File: config.mk
export PLATFORM = sky130hd
export DESIGN_NAME = vstu_axi_write_responder_flat
export DESIGN_NICKNAME = d
export VERILOG_FILES = /design/src/rtl/vstu_axi_write_responder_if.sv /design/src/rtl/vstu_axi_write_responder.sv /design/src/flat_wrapper.sv
export SDC_FILE = /design/constraint.sdc
export NUM_CORES = 1
export LEC_CHECK = 0
export ABC_AREA = 1
export CAP_MARGIN = 10
export CORE_MARGIN = 2
export CORE_UTILIZATION = 37
export DETAILED_ROUTE_END_ITERATION = 10
export PLACE_DENSITY_LB_ADDON = 0.05
export SYNTH_ARGS = -nofsm -noshare
export SYNTH_HDL_FRONTEND = slang
export SYNTH_SLANG_ARGS = --single-unit
File: constraint.sdc
create_clock -name clk_i -period 4.2 [get_ports clk_i]
set_input_delay 0.42 -clock clk_i [delete_from_list [all_inputs] [get_ports clk_i]]
set_output_delay 0.42 -clock clk_i [all_outputs]
set_load 0.005 [all_outputs]
File: src/rtl/vstu_axi_write_responder_if.sv
// AW/W/B slave bundle plus the SRAM-style write port of the responder.
// slave: responder side; master: traffic source and memory model side.
interface vstu_axi_write_responder_if #(
  parameter int unsigned AxiDataWidth = 64,
  parameter int unsigned AxiAddrWidth = 32,
  parameter int unsigned AxiIdWidth   = 4,
  parameter int unsigned MemAddrWidth = 16
) ();
  localparam int unsigned StrbW = AxiDataWidth / 8;

  logic                    aw_valid_i;
  logic                    aw_ready_o;
  logic [AxiAddrWidth-1:0] aw_addr_i;
  logic [7:0]              aw_len_i;
  logic [2:0]              aw_size_i;
  logic [1:0]              aw_burst_i;
  logic [AxiIdWidth-1:0]   aw_id_i;

  logic                    w_valid_i;
  logic                    w_ready_o;
  logic [AxiDataWidth-1:0] w_data_i;
  logic [StrbW-1:0]        w_strb_i;
  logic                    w_last_i;

  logic                    b_valid_o;
  logic                    b_ready_i;
  logic [AxiIdWidth-1:0]   b_id_o;
  logic [1:0]              b_resp_o;

  logic                    mem_req_o;
  logic                    mem_gnt_i;
  logic [MemAddrWidth-1:0] mem_addr_o;
  logic [AxiDataWidth-1:0] mem_wdata_o;
  logic [StrbW-1:0]        mem_be_o;

  modport slave (
    input  aw_valid_i, aw_addr_i, aw_len_i,
    input  aw_size_i, aw_burst_i, aw_id_i,
    output aw_ready_o,
    input  w_valid_i, w_data_i, w_strb_i, w_last_i,
    output w_ready_o,
    output b_valid_o, b_id_o, b_resp_o,
    input  b_ready_i,
    output mem_req_o, mem_addr_o, mem_wdata_o, mem_be_o,
    input  mem_gnt_i
  );

  modport master (
    output aw_valid_i, aw_addr_i, aw_len_i,
    output aw_size_i, aw_burst_i, aw_id_i,
    input  aw_ready_o,
    output w_valid_i, w_data_i, w_strb_i, w_last_i,
    input  w_ready_o,
    input  b_valid_o, b_id_o, b_resp_o,
    output b_ready_i,
    input  mem_req_o, mem_addr_o, mem_wdata_o, mem_be_o,
    output mem_gnt_i
  );
endinterface

File: src/rtl/vstu_axi_write_responder.sv
// AXI write responder: queues AW, writes each W beat to memory, returns B.
// Ports: clk_i, rst_i (async high), bus (slave modport), busy_o.
module vstu_axi_write_responder #(
  parameter int unsigned AxiDataWidth = 64,
  parameter int unsigned AxiAddrWidth = 32,
  parameter int unsigned AxiIdWidth   = 4,
  parameter int unsigned AwFifoDepth  = 4,
  parameter int unsigned BFifoDepth   = 4,
  parameter int unsigned MemAddrWidth = 16
) (
  input  logic clk_i,
  input  logic rst_i,
  vstu_axi_write_responder_if.slave bus,
  output logic busy_o
);
  localparam int unsigned StrbW  = AxiDataWidth / 8;
  localparam int unsigned OffW   = $clog2(StrbW);
  localparam int unsigned AwPtrW = $clog2(AwFifoDepth);
  localparam int unsigned BPtrW  = $clog2(BFifoDepth);

  localparam logic [1:0] BurstFixed = 2'd0;
  localparam logic [1:0] BurstIncr  = 2'd1;
  localparam logic [1:0] RespOkay   = 2'd0;
  localparam logic [1:0] RespSlverr = 2'd2;

  typedef struct packed {
    logic [AxiAddrWidth-1:0] addr;
    logic [7:0]              len;
    logic [2:0]              size;
    logic [1:0]              burst;
    logic [AxiIdWidth-1:0]   id;
  } aw_t;

  typedef struct packed {
    logic [AxiIdWidth-1:0] id;
    logic [1:0]            resp;
  } b_t;

  typedef enum logic {
    IDLE,
    BURST
  } state_e;

  state_e state_q, state_d;

  // Held low through reset so aw_ready_o only rises after release.
  logic live_q;

  // AW FIFO
  aw_t             aw_mem [AwFifoDepth];
  logic [AwPtrW:0] aw_wptr_q, aw_rptr_q;
  logic            aw_empty, aw_full;
  logic            aw_push, aw_pop;
  aw_t             aw_in, aw_head;

  // B FIFO
  b_t             b_mem [BFifoDepth];
  logic [BPtrW:0] b_wptr_q, b_rptr_q;
  logic           b_empty, b_full;
  logic           b_push, b_pop;
  b_t             b_in, b_head;

  // Active burst
  aw_t        act_q;
  logic [8:0] beat_cnt_q;
  logic       cfg_err_q;
  logic       last_err_q;
  logic       head_err;

  logic       is_final, last_bad;
  logic       beat_fire;
  logic       mem_req, w_ready;

  logic [AxiAddrWidth-1:0] size_mask;
  logic [AxiAddrWidth-1:0] aligned;
  logic [AxiAddrWidth-1:0] step;
  logic [AxiAddrWidth-1:0] beat_addr;

  assign aw_empty = aw_wptr_q == aw_rptr_q;
  assign aw_full  =
    (aw_wptr_q[AwPtrW] != aw_rptr_q[AwPtrW]) &&
    (aw_wptr_q[AwPtrW-1:0] == aw_rptr_q[AwPtrW-1:0]);

  assign b_empty = b_wptr_q == b_rptr_q;
  assign b_full  =
    (b_wptr_q[BPtrW] != b_rptr_q[BPtrW]) &&
    (b_wptr_q[BPtrW-1:0] == b_rptr_q[BPtrW-1:0]);

  assign aw_in.addr  = bus.aw_addr_i;
  assign aw_in.len   = bus.aw_len_i;
  assign aw_in.size  = bus.aw_size_i;
  assign aw_in.burst = bus.aw_burst_i;
  assign aw_in.id    = bus.aw_id_i;

  assign aw_head = aw_mem[aw_rptr_q[AwPtrW-1:0]];
  assign b_head  = b_mem[b_rptr_q[BPtrW-1:0]];

  assign bus.aw_ready_o = live_q && !aw_full;
  assign aw_push = bus.aw_valid_i && bus.aw_ready_o;

  assign bus.b_valid_o = !b_empty;
  assign bus.b_id_o    = b_head.id;
  assign bus.b_resp_o  = b_head.resp;
  assign b_pop = bus.b_valid_o && bus.b_ready_i;

  // Oversized beats and WRAP/reserved bursts are drained, not written.
  assign head_err =
    (aw_head.size > 3'(OffW)) ||
    (aw_head.burst != BurstFixed &&
     aw_head.burst != BurstIncr);

  // Beat n > 0 of INCR steps from the size-aligned start address.
  assign size_mask =
    (AxiAddrWidth'(1) << act_q.size) - AxiAddrWidth'(1);
  assign aligned = act_q.addr & ~size_mask;
  assign step =
    AxiAddrWidth'(beat_cnt_q) << act_q.size;

  always_comb begin
    beat_addr = act_q.addr;
    if (act_q.burst == BurstIncr && beat_cnt_q != 9'd0)
      beat_addr = aligned + step;
  end

  assign is_final = beat_cnt_q == {1'b0, act_q.len};
  assign last_bad = bus.w_last_i != is_final;

  assign b_in.id   = act_q.id;
  assign b_in.resp =
    (cfg_err_q || last_err_q || last_bad) ?
    RespSlverr : RespOkay;

  always_comb begin
    state_d   = state_q;
    aw_pop    = 1'b0;
    mem_req   = 1'b0;
    w_ready   = 1'b0;
    beat_fire = 1'b0;
    b_push    = 1'b0;
    unique case (state_q)
      IDLE: begin
        if (!aw_empty) begin
          aw_pop  = 1'b1;
          state_d = BURST;
        end
      end
      BURST: begin
        if (cfg_err_q) begin
          w_ready = !b_full;
        end else begin
          mem_req = bus.w_valid_i && !b_full;
          w_ready = bus.mem_gnt_i && !b_full;
        end
        beat_fire = bus.w_valid_i && w_ready;
        if (beat_fire && is_final) begin
          b_push  = 1'b1;
          state_d = IDLE;
        end
      end
      default: state_d = IDLE;
    endcase
  end

  assign bus.w_ready_o = w_ready;
  assign bus.mem_req_o = mem_req;

  always_comb begin
    bus.mem_addr_o  = '0;
    bus.mem_wdata_o = '0;
    bus.mem_be_o    = '0;
    if (state_q == BURST) begin
      bus.mem_addr_o  =
        beat_addr[MemAddrWidth+OffW-1:OffW];
      bus.mem_wdata_o = bus.w_data_i;
      bus.mem_be_o    = bus.w_strb_i;
    end
  end

  assign busy_o =
    !aw_empty || state_q == BURST || !b_empty;

  always_ff @(posedge clk_i) begin
    if (aw_push)
      aw_mem[aw_wptr_q[AwPtrW-1:0]] <= aw_in;
    if (b_push)
      b_mem[b_wptr_q[BPtrW-1:0]] <= b_in;
  end

  always_ff @(posedge clk_i or posedge rst_i) begin
    if (rst_i) begin
      state_q    <= IDLE;
      live_q     <= 1'b0;
      aw_wptr_q  <= '0;
      aw_rptr_q  <= '0;
      b_wptr_q   <= '0;
      b_rptr_q   <= '0;
      act_q      <= '0;
      beat_cnt_q <= '0;
      cfg_err_q  <= 1'b0;
      last_err_q <= 1'b0;
    end else begin
      state_q <= state_d;
      live_q  <= 1'b1;
      if (aw_push) aw_wptr_q <= aw_wptr_q + 1'b1;
      if (aw_pop)  aw_rptr_q <= aw_rptr_q + 1'b1;
      if (b_push)  b_wptr_q  <= b_wptr_q + 1'b1;
      if (b_pop)   b_rptr_q  <= b_rptr_q + 1'b1;
      if (aw_pop) begin
        act_q      <= aw_head;
        beat_cnt_q <= '0;
        cfg_err_q  <= head_err;
        last_err_q <= 1'b0;
      end else if (beat_fire) begin
        if (last_bad) last_err_q <= 1'b1;
        if (!is_final) beat_cnt_q <= beat_cnt_q + 9'd1;
      end
    end
  end
endmodule

File: src/flat_wrapper.sv
// flat-port wrapper written by rule: the top's interface ports become plain ports
module vstu_axi_write_responder_flat 
#(
  parameter int unsigned AxiDataWidth = 64,
  parameter int unsigned AxiAddrWidth = 32,
  parameter int unsigned AxiIdWidth   = 4,
  parameter int unsigned AwFifoDepth  = 4,
  parameter int unsigned BFifoDepth   = 4,
  parameter int unsigned MemAddrWidth = 16
)
  (clk_i, rst_i, busy_o, bus_aw_valid_i, bus_aw_addr_i, bus_aw_len_i, bus_aw_size_i, bus_aw_burst_i, bus_aw_id_i, bus_aw_ready_o, bus_w_valid_i, bus_w_data_i, bus_w_strb_i, bus_w_last_i, bus_w_ready_o, bus_b_valid_o, bus_b_id_o, bus_b_resp_o, bus_b_ready_i, bus_mem_req_o, bus_mem_addr_o, bus_mem_wdata_o, bus_mem_be_o, bus_mem_gnt_i);
  vstu_axi_write_responder_if #(.AxiDataWidth(AxiDataWidth), .AxiAddrWidth(AxiAddrWidth), .AxiIdWidth(AxiIdWidth), .MemAddrWidth(MemAddrWidth)) bus_i ();
  input  logic clk_i;
  input  logic rst_i;
  output logic busy_o;
  input wire logic [$bits(bus_i.aw_valid_i)-1:0] bus_aw_valid_i;
  input wire logic [$bits(bus_i.aw_addr_i)-1:0] bus_aw_addr_i;
  input wire logic [$bits(bus_i.aw_len_i)-1:0] bus_aw_len_i;
  input wire logic [$bits(bus_i.aw_size_i)-1:0] bus_aw_size_i;
  input wire logic [$bits(bus_i.aw_burst_i)-1:0] bus_aw_burst_i;
  input wire logic [$bits(bus_i.aw_id_i)-1:0] bus_aw_id_i;
  output wire logic [$bits(bus_i.aw_ready_o)-1:0] bus_aw_ready_o;
  input wire logic [$bits(bus_i.w_valid_i)-1:0] bus_w_valid_i;
  input wire logic [$bits(bus_i.w_data_i)-1:0] bus_w_data_i;
  input wire logic [$bits(bus_i.w_strb_i)-1:0] bus_w_strb_i;
  input wire logic [$bits(bus_i.w_last_i)-1:0] bus_w_last_i;
  output wire logic [$bits(bus_i.w_ready_o)-1:0] bus_w_ready_o;
  output wire logic [$bits(bus_i.b_valid_o)-1:0] bus_b_valid_o;
  output wire logic [$bits(bus_i.b_id_o)-1:0] bus_b_id_o;
  output wire logic [$bits(bus_i.b_resp_o)-1:0] bus_b_resp_o;
  input wire logic [$bits(bus_i.b_ready_i)-1:0] bus_b_ready_i;
  output wire logic [$bits(bus_i.mem_req_o)-1:0] bus_mem_req_o;
  output wire logic [$bits(bus_i.mem_addr_o)-1:0] bus_mem_addr_o;
  output wire logic [$bits(bus_i.mem_wdata_o)-1:0] bus_mem_wdata_o;
  output wire logic [$bits(bus_i.mem_be_o)-1:0] bus_mem_be_o;
  input wire logic [$bits(bus_i.mem_gnt_i)-1:0] bus_mem_gnt_i;
  assign bus_i.aw_valid_i = bus_aw_valid_i;
  assign bus_i.aw_addr_i = bus_aw_addr_i;
  assign bus_i.aw_len_i = bus_aw_len_i;
  assign bus_i.aw_size_i = bus_aw_size_i;
  assign bus_i.aw_burst_i = bus_aw_burst_i;
  assign bus_i.aw_id_i = bus_aw_id_i;
  assign bus_aw_ready_o = bus_i.aw_ready_o;
  assign bus_i.w_valid_i = bus_w_valid_i;
  assign bus_i.w_data_i = bus_w_data_i;
  assign bus_i.w_strb_i = bus_w_strb_i;
  assign bus_i.w_last_i = bus_w_last_i;
  assign bus_w_ready_o = bus_i.w_ready_o;
  assign bus_b_valid_o = bus_i.b_valid_o;
  assign bus_b_id_o = bus_i.b_id_o;
  assign bus_b_resp_o = bus_i.b_resp_o;
  assign bus_i.b_ready_i = bus_b_ready_i;
  assign bus_mem_req_o = bus_i.mem_req_o;
  assign bus_mem_addr_o = bus_i.mem_addr_o;
  assign bus_mem_wdata_o = bus_i.mem_wdata_o;
  assign bus_mem_be_o = bus_i.mem_be_o;
  assign bus_i.mem_gnt_i = bus_mem_gnt_i;
  vstu_axi_write_responder #(.AxiDataWidth(AxiDataWidth), .AxiAddrWidth(AxiAddrWidth), .AxiIdWidth(AxiIdWidth), .AwFifoDepth(AwFifoDepth), .BFifoDepth(BFifoDepth), .MemAddrWidth(MemAddrWidth)) u_core (.clk_i(clk_i), .rst_i(rst_i), .bus(bus_i), .busy_o(busy_o));
endmodule
# Yosys cells after proc, flatten, opt, wreduce, memory -nomap -nowiden
# Memories as Yosys holds them, arrays and structs flattened.
# Cells that the tools add are included.
word_totals:
  ff_bits: 61
  latchBits: 0
  mem_bits_rw: 220
  mem_bits_ro: 0
  in_bits: 128
  output_inout_bits: 99
  wordCells: 93
  mem_count: 2
mem_list:
  columns: ["name", "words", "word_bits", "rd", "rd_clocked_by_memory_dff", "write_ports", "line_no", "rtl"]
  rows:
  - ["u_core.aw_mem", 4, 49, 1, 0, 1, "vstu_axi_write_responder.sv:50", "aw_t aw_mem [AwFifoDepth];"]
  - ["u_core.b_mem", 4, 6, 1, 0, 1, "vstu_axi_write_responder.sv:57", "b_t b_mem [BFifoDepth];"]
op_classes:
  add_sub_neg: 7
  mul: 0
  div_mod_pow: 0
  magnitude_cmp: 1
  eq_ne: 11
  shifts: 2
  mux: 27
  n_bitwise: 3
  reduce_logical: 26
op_table:
  columns: ["op", "count"]
  rows:
  - ["two-way mux 64 bit", 1]
  - ["two-way mux 9 bit", 3]
  - ["adder 19 bit", 1]
  - ["AND 19 bit", 1]
  - ["two-way mux 19 bit", 1]
  - ["inverter 19 bit", 1]
  - ["<< shifter 1 x 3 -> 19 bit, first input constant", 1]
  - ["<< shifter 9 x 3 -> 19 bit", 1]
  - ["subtractor 19 x 2 -> 19 bit, second input constant", 1]
  - ["two-way mux 1 bit", 18]
  - ["two-way mux 16 bit", 1]
  - ["adder 3 x 1 -> 3 bit, second input constant", 4]
  - ["logical AND 1 bit", 11]
  - ["adder 9 x 1 -> 9 bit, second input constant", 1]
  - ["equality test 9 x 8 -> 1 bit", 1]
  - ["nonzero test 9 bit", 1]
  - ["two-way mux 8 bit", 1]
  - ["equality test 3 bit", 2]
  - ["nonzero test 2 bit", 3]
  - ["logical OR 1 bit", 5]
  - ["equality test 2 bit", 2]
  - ["zero test 1 bit", 4]
  - ["inequality test 2 x 1 -> 1 bit, second input constant", 2]
  - ["AND reduction 2 bit", 2]
  - ["6 further kinds", 8]

# Logic depth before layout (Yosys ltp)
logic_depth:
  depth_word: 12
  mapped_depth: 19
  ltp_nobuf: 18

# Worst setup path before layout
# No wires, ideal clock.
synth_timing:
  path_kind: "register to register"
  start: "reg u_core.aw_rptr_q[0]"
  end: "mem u_core.aw_mem[3][0] (netlist bit) (enable)"
  setup_time_ns: 0.432
  arrival_time_ns: 2.567
  slack_ns: 1.201
  stages_incl_launch_ff: 9
  n_path_buf: 1
  path_cell_list: "dfrtp_1 buf_2 nand2_1 a21oi_2 nand2_1 nand2_1 inv_1 nand2_1 nor2_1"
synth_between:
  elab_chain_len: 7
synth_lines:
  columns: ["element", "line_no", "rtl"]
  rows:
  - ["start: declaration", "vstu_axi_write_responder.sv:51", "logic [AwPtrW:0] aw_wptr_q, aw_rptr_q;"]
  - ["start signal: assignment", "vstu_axi_write_responder.sv:205", "if (aw_pop) aw_rptr_q <= aw_rptr_q + 1'b1;"]
  - ["equality test 2 bit", "vstu_axi_write_responder.sv:82", "(aw_wptr_q[AwPtrW-1:0] == aw_rptr_q[AwPtrW-1:0]);"]
  - ["logical AND 1 bit", "vstu_axi_write_responder.sv:81", "(aw_wptr_q[AwPtrW] != aw_rptr_q[AwPtrW]) &&"]
  - ["zero test 1 bit", "vstu_axi_write_responder.sv:98", "assign bus.aw_ready_o = live_q && !aw_full;"]
  - ["logical AND 1 bit", "vstu_axi_write_responder.sv:98", null]
  - ["net bus_aw_ready_o", "flat_wrapper.sv:22", "output wire logic [$bits(bus_i.aw_ready_o)-1:0] bus_aw_ready_o;"]
  - ["logical AND 1 bit", "vstu_axi_write_responder.sv:99", "assign aw_push = bus.aw_valid_i && bus.aw_ready_o;"]
  - ["two-way mux 1 bit", "vstu_axi_write_responder.sv:183", "if (aw_push)"]
  - ["two-way mux 1 bit (not written as such)", "vstu_axi_write_responder.sv:184", "aw_mem[aw_wptr_q[AwPtrW-1:0]] <= aw_in;"]
  - ["end: declaration", "vstu_axi_write_responder.sv:50", null]
# The timed path passes the listed nets, and every way through them passes these cells.

# Worst setup path in the final report
layout_timing:
  start: "reg u_core.act_q[6] (netlist bit)"
  end: "out bus_mem_addr_o[14]"
layout_between:
  elab_chain_len: 7
  elab_cells_between_ends: 8
  classes_between: "2 x add/sub; 2 x shift; 2 x mux; 2 x bitwise"
layout_lines:
  columns: ["element", "line_no", "rtl"]
  rows:
  - ["start: declaration", "vstu_axi_write_responder.sv:64", "aw_t act_q;"]
  - ["start signal: assignment", "vstu_axi_write_responder.sv:209", "act_q <= aw_head;"]
  - ["<< shifter 1 x 3 -> 19 bit", "vstu_axi_write_responder.sv:114", "(AxiAddrWidth'(1) << act_q.size) - AxiAddrWidth'(1);"]
  - ["subtractor 19 x 2 -> 19 bit", "vstu_axi_write_responder.sv:114", null]
  - ["inverter 19 bit", "vstu_axi_write_responder.sv:115", "assign aligned = act_q.addr & ~size_mask;"]
  - ["AND 19 bit", "vstu_axi_write_responder.sv:115", null]
  - ["adder 19 bit *", "vstu_axi_write_responder.sv:122", "beat_addr = aligned + step;"]
  - ["two-way mux 19 bit *", "vstu_axi_write_responder.sv:121", "if (act_q.burst == BurstIncr && beat_cnt_q != 9'd0)"]
  - ["two-way mux 16 bit *", "vstu_axi_write_responder.sv:171", "if (state_q == BURST) begin"]
  - ["end: declaration", "flat_wrapper.sv:33", "output wire logic [$bits(bus_i.mem_addr_o)-1:0] bus_mem_addr_o;"]
# Every way passes the cells marked *; elsewhere a longest branch is shown, timed or not.

==> reports/metrics.cfg <==
[pwr]
irDropWorstVdd_mv=0.3707
power.leakage_nw=6.210
power_density_mw_per_mm2=644.6

[synthesis]
ys_seq_area_frac=0.5751
synth_fp_nets=1382
ys_types=43
yosys_warnings=0
synth_enable_flop_cells=164
synth_area_per_cell_um2=9.149
ys_ff_latch=225
synth_flop_cell=edfxtp_1
syn_inst=1226
async_flop_share=0.2711
synthesis.area_mm2=0.01122

[detailed_routing]
dr.first_iter.drc_count=363
wl_met3_um=1919
drc=0
drt-total-wl_um=29970
via_per_inst=4.869
antenna_left=0
dr.pass1.iters=5
post_drt_wl_per_cell_um=16.33
met2_length_um=14480
top_layer=met4
vias=8934
met1_length_um=13090

[worst_setup_path]
arrival_ns=3.53
rr_startpoint=u_core.b_rptr_q[0]
critPathMaxFanout=10
critical_path_required_ns=3.78
path_class=flop to output pin
end_kind=output pin
r2r_end=u_core.b_mem[3][3]
ff2ff_setup_slack_ns=1.47
r2r_cells=10
startpoint_type=flop

[clock_tree]
cts_tree=yes
cts_sinks=225
cts_htree_levels=1
clk_root_buffer_cell=clkbuf_16
path_clk_slew_ns=0.06
cts_buffers=24
cts_max_path_buffers=3
clk_latency_ns=0.51

[timing]
max_freq_mhz=253.0
finalCritPeriodShare=0.9411
finalCriticalPeriod_ns=3.952
setup_violations=0
finalWorstSetupSlack_ns=0.2476
clock_skew_ns=0.01338
tightest_slew_ns=0.8004
relSlewSlack=0.4664
hold_viol=0
slew_violations=0

[floorplan]
ioPinCount=227
die_width_um=178.1
core_mm2=0.02972
die-area_mm2=0.03173
core.rowCount=63
die_height_um=178.1
start_util=0.3775

[flow_run]
maxCapViolations=0

[outcome]
outcome=completed

[placement]
io_buffers=212
placed_area_mm2=0.01376
post-place-ws_ns=0.2563
dp_hpwl_um=20760
gp_congestion=0.8257

[global_route]
antenna_found_initial=0
track_usage=0.1855
gr-total-overflow=0
first_global_vias=8280
grt_pass1_wl_um=45680
grt_max_degree=79

[finish]
final_area_mm2=0.01476
drive_above_1_share=0.08304
final_nets=1583
final_common_cell=clkdlybuf4s50_1
diodes=0
layout_common_cells=clkdlybuf4s50_1, nand2_1, nor2_1, edfxtp_1, inv_1
syn_to_final_growth_pct=31.62

[worst_hold_path]
hp-class=input port to asynchronous set/reset pin

[metrics by stage]
| stage | TNS (ns) | utilization | hold WS [ns] | cells | total power (W) |
|---|---|---|---|---|---|
| floorplan | 0 | - | 0.4498 | 1226 | 0.005566 |
| global placement | 0 | 0.4631 | 0.4656 | 1787 | 0.007078 |
| detailed placement | 0 | 0.4631 | 0.4831 | 1787 | 0.007098 |
| CTS | 0 | 0.4935 | 0.4047 | 1831 | 0.009467 |
| global route | -0.02006 | 0.4968 | 0.4256 | 1835 | 0.01023 |
| finish | 0 | 0.4968 | 0.3669 | 1835 | 0.009517 |
[logic make-up (layout without fill, tap and decap cells)]
logic type / after synthesis / in the layout / share of synthesized area
AO/OA/AOI/OAI: 227 / 227 / 0.1125
flip-flops: 225 / 225 / 0.5751
buffers and inverters: 225 / 444 / 0.07797
XOR/XNOR: 24 / 24 / 0.01874
multiplexers: 6 / 6 / 0.005354
adder cells (fa/ha/maj): 28 / 28 / 0.03123
AND/OR/NAND/NOR: 489 / 489 / 0.1784
other: 2 / 2 / 0.0006695
[worst max path at each step]
stage,start,endpoint,slack (ns),cells past startpoint
2_1_floorplan,u_core.aw_rptr_q[0],u_core.aw_mem[3][0],1.20,8
3_3_place_gp,u_core.act_q[6],bus_mem_addr_o[13],0.34,17
3_5_place_dp,u_core.act_q[6],bus_mem_addr_o[13],0.26,15
4_1_cts,u_core.beat_cnt_q[8],bus_mem_addr_o[13],0.09,16
5_1_grt,u_core.act_q[6],bus_mem_addr_o[15],-0.01,18
6_report,u_core.act_q[6],bus_mem_addr_o[14],0.25,15
[cell usage after synthesis, types with 4 or more instances]
cell type    n  area (um2)
nand3_1     31       155.2
o21ai_1      6       30.03
clkbuf_1    44       165.2
nand4_1     13       81.33
edfxtp_1   164        4925
a21o_1       4       30.03
xor2_1      20       175.2
dfrtp_1     61        1526
o21ai_2     10       87.58
o21ai_0    127       635.6
xnor2_1      4       35.03
buf_2       12       60.06
mux2i_1      6       60.06
nor3_1       8       40.04
a21oi_1     28       140.1
o22ai_1     24       150.1
inv_2        6       22.52
ha_1        28       350.3
inv_1      156       585.6
nor2_1     209       784.5
nand2_1    213       799.5
a31oi_1     19       118.9
[sequential cells by signal, indices dropped and copies added (netlist names)]
signal,flops
u_core.aw_rptr_q,3
u_core.cfg_err_q,1
u_core.b_wptr_q,3
u_core.b_mem,20
u_core.act_q,36
u_core.aw_wptr_q,3
u_core.last_err_q,1
u_core.b_rptr_q,3
u_core.live_q,1
u_core.state_q,1
u_core.beat_cnt_q,9
u_core.aw_mem,144
[repair_timing]
action	CTS	global route
resized for setup	4	33
setup buffers	0	4
pin swaps	0	6
hold buffers	0	0
setup endpoints to repair	6	9
[final cells by class]
| cell class | instances | area, um2 |
|---|---|---|
| sequential | 225 | 6456 |
| multi-input combinational | 776 | 3990 |
| timing repair buffer | 236 | 2315 |
| fill | 2789 | 14950 |
| inverter | 164 | 619.3 |
| clock inverter | 16 | 229.0 |
| tap | 390 | 488.0 |
| clock buffer | 28 | 666.9 |
[report_power, final]
group / switching (W) / internal, W / total [W]
combinational: 0.00237 / 0.00162 / 0.00399
clock: 0.000844 / 0.00150 / 0.00234
sequential: 0.000347 / 0.00284 / 0.00319
total: 0.00356 / 0.00596 / 0.00952
[worst max-delay path, stage by stage (launching register included)]
cell and delay (ns):
dfrtp_2 0.44, clkbuf_4 0.20, nand2_1 0.07, o21ai_1 0.08, o21ai_1 0.19, o21ai_1 0.11
ha_1 0.39, nand2_1 0.15, nor2_1 0.12, inv_1 0.07, nor3_1 0.22, nand3b_1 0.13
nand3_1 0.16, a21oi_1 0.09, nor2_1 0.09, clkdlybuf4s50_1 0.50
[layer usage]
layer  up-vias  GRT usage
li1       4453          -
met1      4185     0.2415
met2       262     0.3253
met3        34    0.02749
met4         0    0.04372
met5         -          0
(Power assumes the default switching activity.)
